## src/rtl/ifu_fetch.sv

```systemverilog
// Instruction fetch unit: owns the architectural PC, reads one instruction word at a time
// from instruction memory, hands {inst, pc} to decode and waits for commit to supply the next PC.
module ifu_fetch #(
    parameter int                XLEN     = 32,
    parameter logic [XLEN-1:0]   RESET_PC = 32'h8000_0000
) (
    input  logic            clk,
    input  logic            rst,

    output logic            req_valid,
    output logic [XLEN-1:0] req_addr,
    input  logic            req_ready,

    input  logic            rsp_valid,
    input  logic [31:0]     rsp_data,
    input  logic            rsp_err,
    output logic            rsp_ready,

    output logic            inst_valid,
    output logic [31:0]     inst,
    output logic [XLEN-1:0] pc,
    input  logic            inst_ready,

    input  logic            commit_valid,
    input  logic [XLEN-1:0] next_pc,

    output logic            fetch_fault,
    output logic [31:0]     fetch_count
);

    typedef enum logic [2:0] {
        IDLE,
        REQ,
        WAIT_RSP,
        HOLD,
        WAIT_COMMIT,
        FAULT
    } state_e;

    state_e          state_q;
    logic [XLEN-1:0] pc_q;
    logic [31:0]     inst_q;
    logic            req_valid_q;
    logic            rsp_ready_q;
    logic            inst_valid_q;
    logic            fetch_fault_q;
    logic [31:0]     fetch_count_q;

    logic [31:0]     fetch_count_d;
    logic            next_pc_aligned;

    assign fetch_count_d   = fetch_count_q + 32'd1;
    assign next_pc_aligned = (next_pc[1:0] == 2'b00);

    // Control outputs are registered alongside the state so each one is a pure function of
    // the state register; every transition updates them to match the state being entered.
    always_ff @(posedge clk or posedge rst) begin
        if (rst) begin
            state_q       <= IDLE;
            pc_q          <= RESET_PC;
            inst_q        <= 32'h0;
            req_valid_q   <= 1'b0;
            rsp_ready_q   <= 1'b0;
            inst_valid_q  <= 1'b0;
            fetch_fault_q <= 1'b0;
            fetch_count_q <= 32'h0;
        end else begin
            case (state_q)
                IDLE: begin
                    state_q     <= REQ;
                    req_valid_q <= 1'b1;
                end

                REQ: begin
                    if (req_ready) begin
                        state_q     <= WAIT_RSP;
                        req_valid_q <= 1'b0;
                        rsp_ready_q <= 1'b1;
                    end
                end

                WAIT_RSP: begin
                    if (rsp_valid) begin
                        rsp_ready_q <= 1'b0;
                        if (rsp_err) begin
                            state_q       <= FAULT;
                            fetch_fault_q <= 1'b1;
                        end else begin
                            state_q      <= HOLD;
                            inst_q       <= rsp_data;
                            inst_valid_q <= 1'b1;
                        end
                    end
                end

                HOLD: begin
                    if (inst_ready) begin
                        state_q       <= WAIT_COMMIT;
                        inst_valid_q  <= 1'b0;
                        fetch_count_q <= fetch_count_d;
                    end
                end

                // A misaligned target is still latched so the faulting PC stays observable.
                WAIT_COMMIT: begin
                    if (commit_valid) begin
                        pc_q <= next_pc;
                        if (next_pc_aligned) begin
                            state_q     <= REQ;
                            req_valid_q <= 1'b1;
                        end else begin
                            state_q       <= FAULT;
                            fetch_fault_q <= 1'b1;
                        end
                    end
                end

                FAULT: begin
                    state_q       <= FAULT;
                    req_valid_q   <= 1'b0;
                    rsp_ready_q   <= 1'b0;
                    inst_valid_q  <= 1'b0;
                    fetch_fault_q <= 1'b1;
                end

                default: begin
                    state_q       <= FAULT;
                    req_valid_q   <= 1'b0;
                    rsp_ready_q   <= 1'b0;
                    inst_valid_q  <= 1'b0;
                    fetch_fault_q <= 1'b1;
                end
            endcase
        end
    end

    assign req_valid   = req_valid_q;
    assign req_addr    = pc_q;
    assign rsp_ready   = rsp_ready_q;
    assign inst_valid  = inst_valid_q;
    assign inst        = inst_q;
    assign pc          = pc_q;
    assign fetch_fault = fetch_fault_q;
    assign fetch_count = fetch_count_q;

endmodule

```

## config.mk

```make
export PLATFORM = sky130hd
export DESIGN_NAME = ifu_fetch
export DESIGN_NICKNAME = d
export VERILOG_FILES = /design/src/rtl/ifu_fetch.sv
export SDC_FILE = /design/constraint.sdc
export NUM_CORES = 1
export LEC_CHECK = 0
export BUFFER_PORTS_ARGS = -buffer_cell sky130_fd_sc_hd__buf_2
export CAP_MARGIN = 10
export CORE_MARGIN = 1
export CORE_UTILIZATION = 30
export DETAILED_ROUTE_END_ITERATION = 6
export PLACE_DENSITY = 0.66
export SLEW_MARGIN = 10
export SYNTH_ARGS = -nofsm -noshare
export SYNTH_HDL_FRONTEND = slang
export SYNTH_SLANG_ARGS = --single-unit
```

## constraint.sdc

```tcl
create_clock -name clk -period 4.1 [get_ports clk]
set_input_delay 0.41 -clock clk [delete_from_list [all_inputs] [get_ports clk]]
set_output_delay 0.41 -clock clk [all_outputs]
set_load 0.01 [all_outputs]
```

======== Word level (Yosys, flattened, before mapping) ========
Cells that the tools add are included.
operators by class
  add/subtract/negate cells ............... 1
  reduce and logical (&&, ||, !) cells .... 14
  mux-type cells .......................... 23
  bitwise gates (word level) .............. 5
  eq/ne operators ......................... 12
operators with widths
  operator               number
  $add 32x1->32 const B  1
  $mux 3                 6
  $ne 2x2->1 const B     8
  $pmux 3 s5             1
  $mux 1                 12
  $reduce_and 4->1       3
  $pmux 1 s3             3
  $reduce_or 3->1        3
  $eq 3x2->1 const B     2
  $reduce_and 3->1       2
  $not 1->1              5
  $reduce_and 5->1       1
  $pmux 1 s4             1
  $reduce_and 2->1       2
  $eq 3x1->1 const B     1
  $eq 3x3->1 const B     1
  $logic_not 3->1        1
  $logic_not 2->1        1
  $reduce_or 2->1        1
word-level totals
  register bits ........................... 103
  bits of input ports ..................... 71
  output and inout port bits .............. 132
  word-level logic and storage cells ...... 63

======== Logic depth before layout (Yosys ltp) ========
  depth after elaboration ................. 4
  gate-level depth with buffers ........... 6
  mapped depth without buffers ............ 6

======== Worst setup path after synthesis ========
Ideal clock, no wire load.
  path type ............................... register to register
  from .................................... reg fetch_count_q[8], in the netlist fetch_count[8]
  to ...................................... reg fetch_count_q[30], in the netlist fetch_count[30]
  stages on the path, launching flop included .. 6
  clock period less this slack ............ 1.715 ns
  setup slack ............................. 2.385 ns
  data arrival time ....................... 1.590 ns
  library setup time ...................... 0.125 ns
  required time ........................... 3.975 ns
  path through ............................ dfrtp_1 nand4_2 nor4_4 and4_1 nand4_1 xnor2_1
on the way
  cells in the longest elaborated chain, start to end .. 1
RTL lines
  element                 RTL line  source
  from (decl)             47        logic [31:0] fetch_count_q;
  from (signal assigned)  100       fetch_count_q <= fetch_count_d;
  $add 32x1->32           52        assign fetch_count_d = fetch_count_q + 32'd1;
No other way between the ends.
A chain may end at the register's enable or synchronous reset.

======== Worst setup path in the final report ========
  from .................................... reg state_q[1]
  to ...................................... reg fetch_count_q[29], in the netlist fetch_count[29]
on the way
  cells in the longest elaborated chain, start to end .. 2
RTL lines
  element                     RTL line  source
  from (decl)                 40        state_e state_q;
  from (signal assigned)      59        state_q <= IDLE;
  from (signal assigned)      70        state_q <= REQ;
  from (signal assigned)      76        state_q <= WAIT_RSP;
  $eq 3x2->1                  68        case (state_q)
  $reduce_and 2->1 (no line)  --
No other way between the ends.

==> metrics.yaml <==
fin_crit_sh: 0.487
hold_ws_ns: 0.285
mostFrequentLayoutCell: "buf_2"
synth_top_flop_cell: "dfrtp_1"
slew_headroom: 0.361
ys.warnings.count: 0
die_area_um2: 15300
clk_path_buf_depth: 2
ys_ff_latch: 103
clkLatencyLatePin_ns: 0.34
fin_skew_ns: 0.00973
critPathRequiredTime_ns: 4.37
core_area_um2: 14500
n_fill_cell: 1380
worstMarginPinSlew_ns: 0.958
end_kind: "register"
synth_area_um2: 4440
postSynthCellCount: 338
nets: 585
irDropWorstVdd_uv: 207
synth_xor_area_frac: 0.0611
yosysUniqueCellTypes: 37
setup-violations-final: 0
rsz0062_at_grt: "false"
antenna_found_initial: 1
p_leak_nw: 3.12
arrival_ns: 2.26
synth_top_family_by_area: "multiplexers"
synthAdderAreaFrac: 0.00282
hp-class: "input pin to asynchronous set/reset pin"
synth_compound_area_frac: 0.0192
power_w: 0.00316
holdBufCountCts: 0
synthArstFlopShare: 1.00
detail-route-antenna-nets: 0
drt_iter0_drc: 118
drive_above_1_share: 0.566
synth-simple-area-share: 0.100
start_util: 0.307
tritoncts: "done"
post_cts_resized: 0
drtPass1Iterations: 4
syn_area_per_cell_um2: 13.1
grt_pass1_wl_um: 14500
worstSetupStartpointType: "register"
io_buffer_count: 202
reg2reg_from: "state_q[1]"
drc: 0
setup_tns_ns: 0
root_buffer: "clkbuf_16"
drt-total-wl_um: 9550
cap_viol_max_count: 0
rows: 44
cp_max_fo: 12
routedWlPerCell_um: 13.6
crit_start: "state_q[1]"
synth.net_count: 410
cts_sinks: 103
crit_type: "register to register"
place_congestion: 0.780
die_width_um: 124
io_pins: 203
dr_total_vias: 3159
timing.fmax_mhz: 500
hold_viol: 0
power_density_nw_per_um2: 552
clk_pin_slew_ns: 0.07
gr-usage-all-layers: 0.126
period_minus_slack_ns: 2.00
htreeDepth: 3
numCtsBuffers: 9
final_max_slew_viol_count: 0
muxShareOfSynthArea: 0.165
ys_seq_area_frac: 0.581
dpl.hpwl_um: 7080
die_h_um: 124
grt_pass1_vias: 2952
syn2layout_area_growth_pct: 28.8
viasPerCell: 4.49
post_cts_buffers: 0
final_cell_mix: "buf_2 (202), dfrtp_1 (102), mux2_2 (64)"
grt_max_degree: 78
grt-ovfl-total: 0
status: "complete, no violations"
synth_edf_count: 0
metrics by stage:
| step | cells | setup slack [ns] | area (um2) | util |
|---|---|---|---|---|
| finish | 704 | 2.10 | 5720 | 0.395 |
| global route | 702 | 1.90 | 5720 | 0.395 |
| CTS | 702 | 2.12 | 5720 | 0.395 |
| detailed placement | 686 | 2.12 | 5420 | 0.374 |
| global placement | 686 | 2.22 | 5420 | 0.374 |
| floorplan | 338 | 0.988 | 4440 | - |
state kept, by name, summed over array words and instances (netlist names):
register     cells
fetch_count     32
fetch_fault      1
inst            32
inst_valid       1
pc              32
req_valid        1
rsp_ready        1
state_q          3
cells by family (layout without fill, tap and decap cells):
logic type      Yosys count  count (layout)
buf+inv                  48             228
flops                   103             103
fa+ha+maj                 1               1
xor+xnor                 31              31
mux                      65              65
other cells               0               2
compound gates           14              14
simple gates             76              76
metal layers:
| metal | share of wire | track usage | vias up |
|---|---|---|---|
| met4 | 0.014 | 0.0633 | 2 |
| met5 | 0.0013 | 0 | - |
| met2 | 0.49 | 0.206 | 134 |
| li1 | - | - | 1480 |
| met1 | 0.42 | 0.146 | 1529 |
| met3 | 0.076 | 0.0421 | 14 |
critical path, stage by stage, from the launching register on:
cell,delay [ns]
dfrtp_1,0.58
nand4b_4,0.20
nor3_1,0.51
nand4_2,0.28
nor2_1,0.19
xor2_1,0.16
power by group:
part	internal (W)	switching (W)	leakage [nW]
clock network	0.000480	0.000377	0.138
logic	0.000457	0.000464	1.62
registers	0.00122	0.000156	1.36
total	0.00216	0.000997	3.12
synth_stat cells, types with 2 or more instances:
cell type / instances / area (um2)
dfrtp_1: 102 / 2550
mux2_2: 64 / 721
buf_4: 34 / 255
xnor2_1: 22 / 193
nand2_1: 18 / 67.6
nor2_1: 17 / 63.8
nand3_1: 9 / 45.0
nand4_1: 9 / 56.3
xor2_1: 9 / 78.8
inv_1: 7 / 26.3
buf_2: 6 / 30.0
and3_1: 5 / 31.3
o21ai_0: 5 / 25.0
a21oi_1: 3 / 15.0
a22oi_1: 2 / 15.0
and4_1: 2 / 17.5
nand2b_1: 2 / 12.5
nand4_2: 2 / 25.0
nor2b_1: 2 / 12.5
layout make-up:
cell class | count | area (um2) | area share
Clock inverter | 5 | 65.1 | 0.0114
Antenna cell | 2 | 5.00 | 0.000875
Multi-Input combinational cell | 187 | 1550 | 0.270
Sequential cell | 103 | 2580 | 0.451
Timing Repair Buffer | 205 | 1030 | 0.181
Inverter | 7 | 28.8 | 0.00503
Tap cell | 184 | 230 | 0.0402
Clock buffer | 11 | 233 | 0.0407
final timing paths:
| kind | to | slack [ns] | depth (start not counted) |
|---|---|---|---|
| hold / removal | pc[7] | 0.28 | 2 |
| max in group asynchronous | pc[13] | 2.91 | 3 |
| hold reg to reg | fetch_count[31] | 0.46 | 1 |
| setup / recovery | fetch_count[29] | 2.10 | 5 |
| setup reg to reg | fetch_count[29] | 2.10 | 5 |
| min in group clk | pc[31] | 0.29 | 2 |
Note: power is estimated with default switching activity, not from simulation.
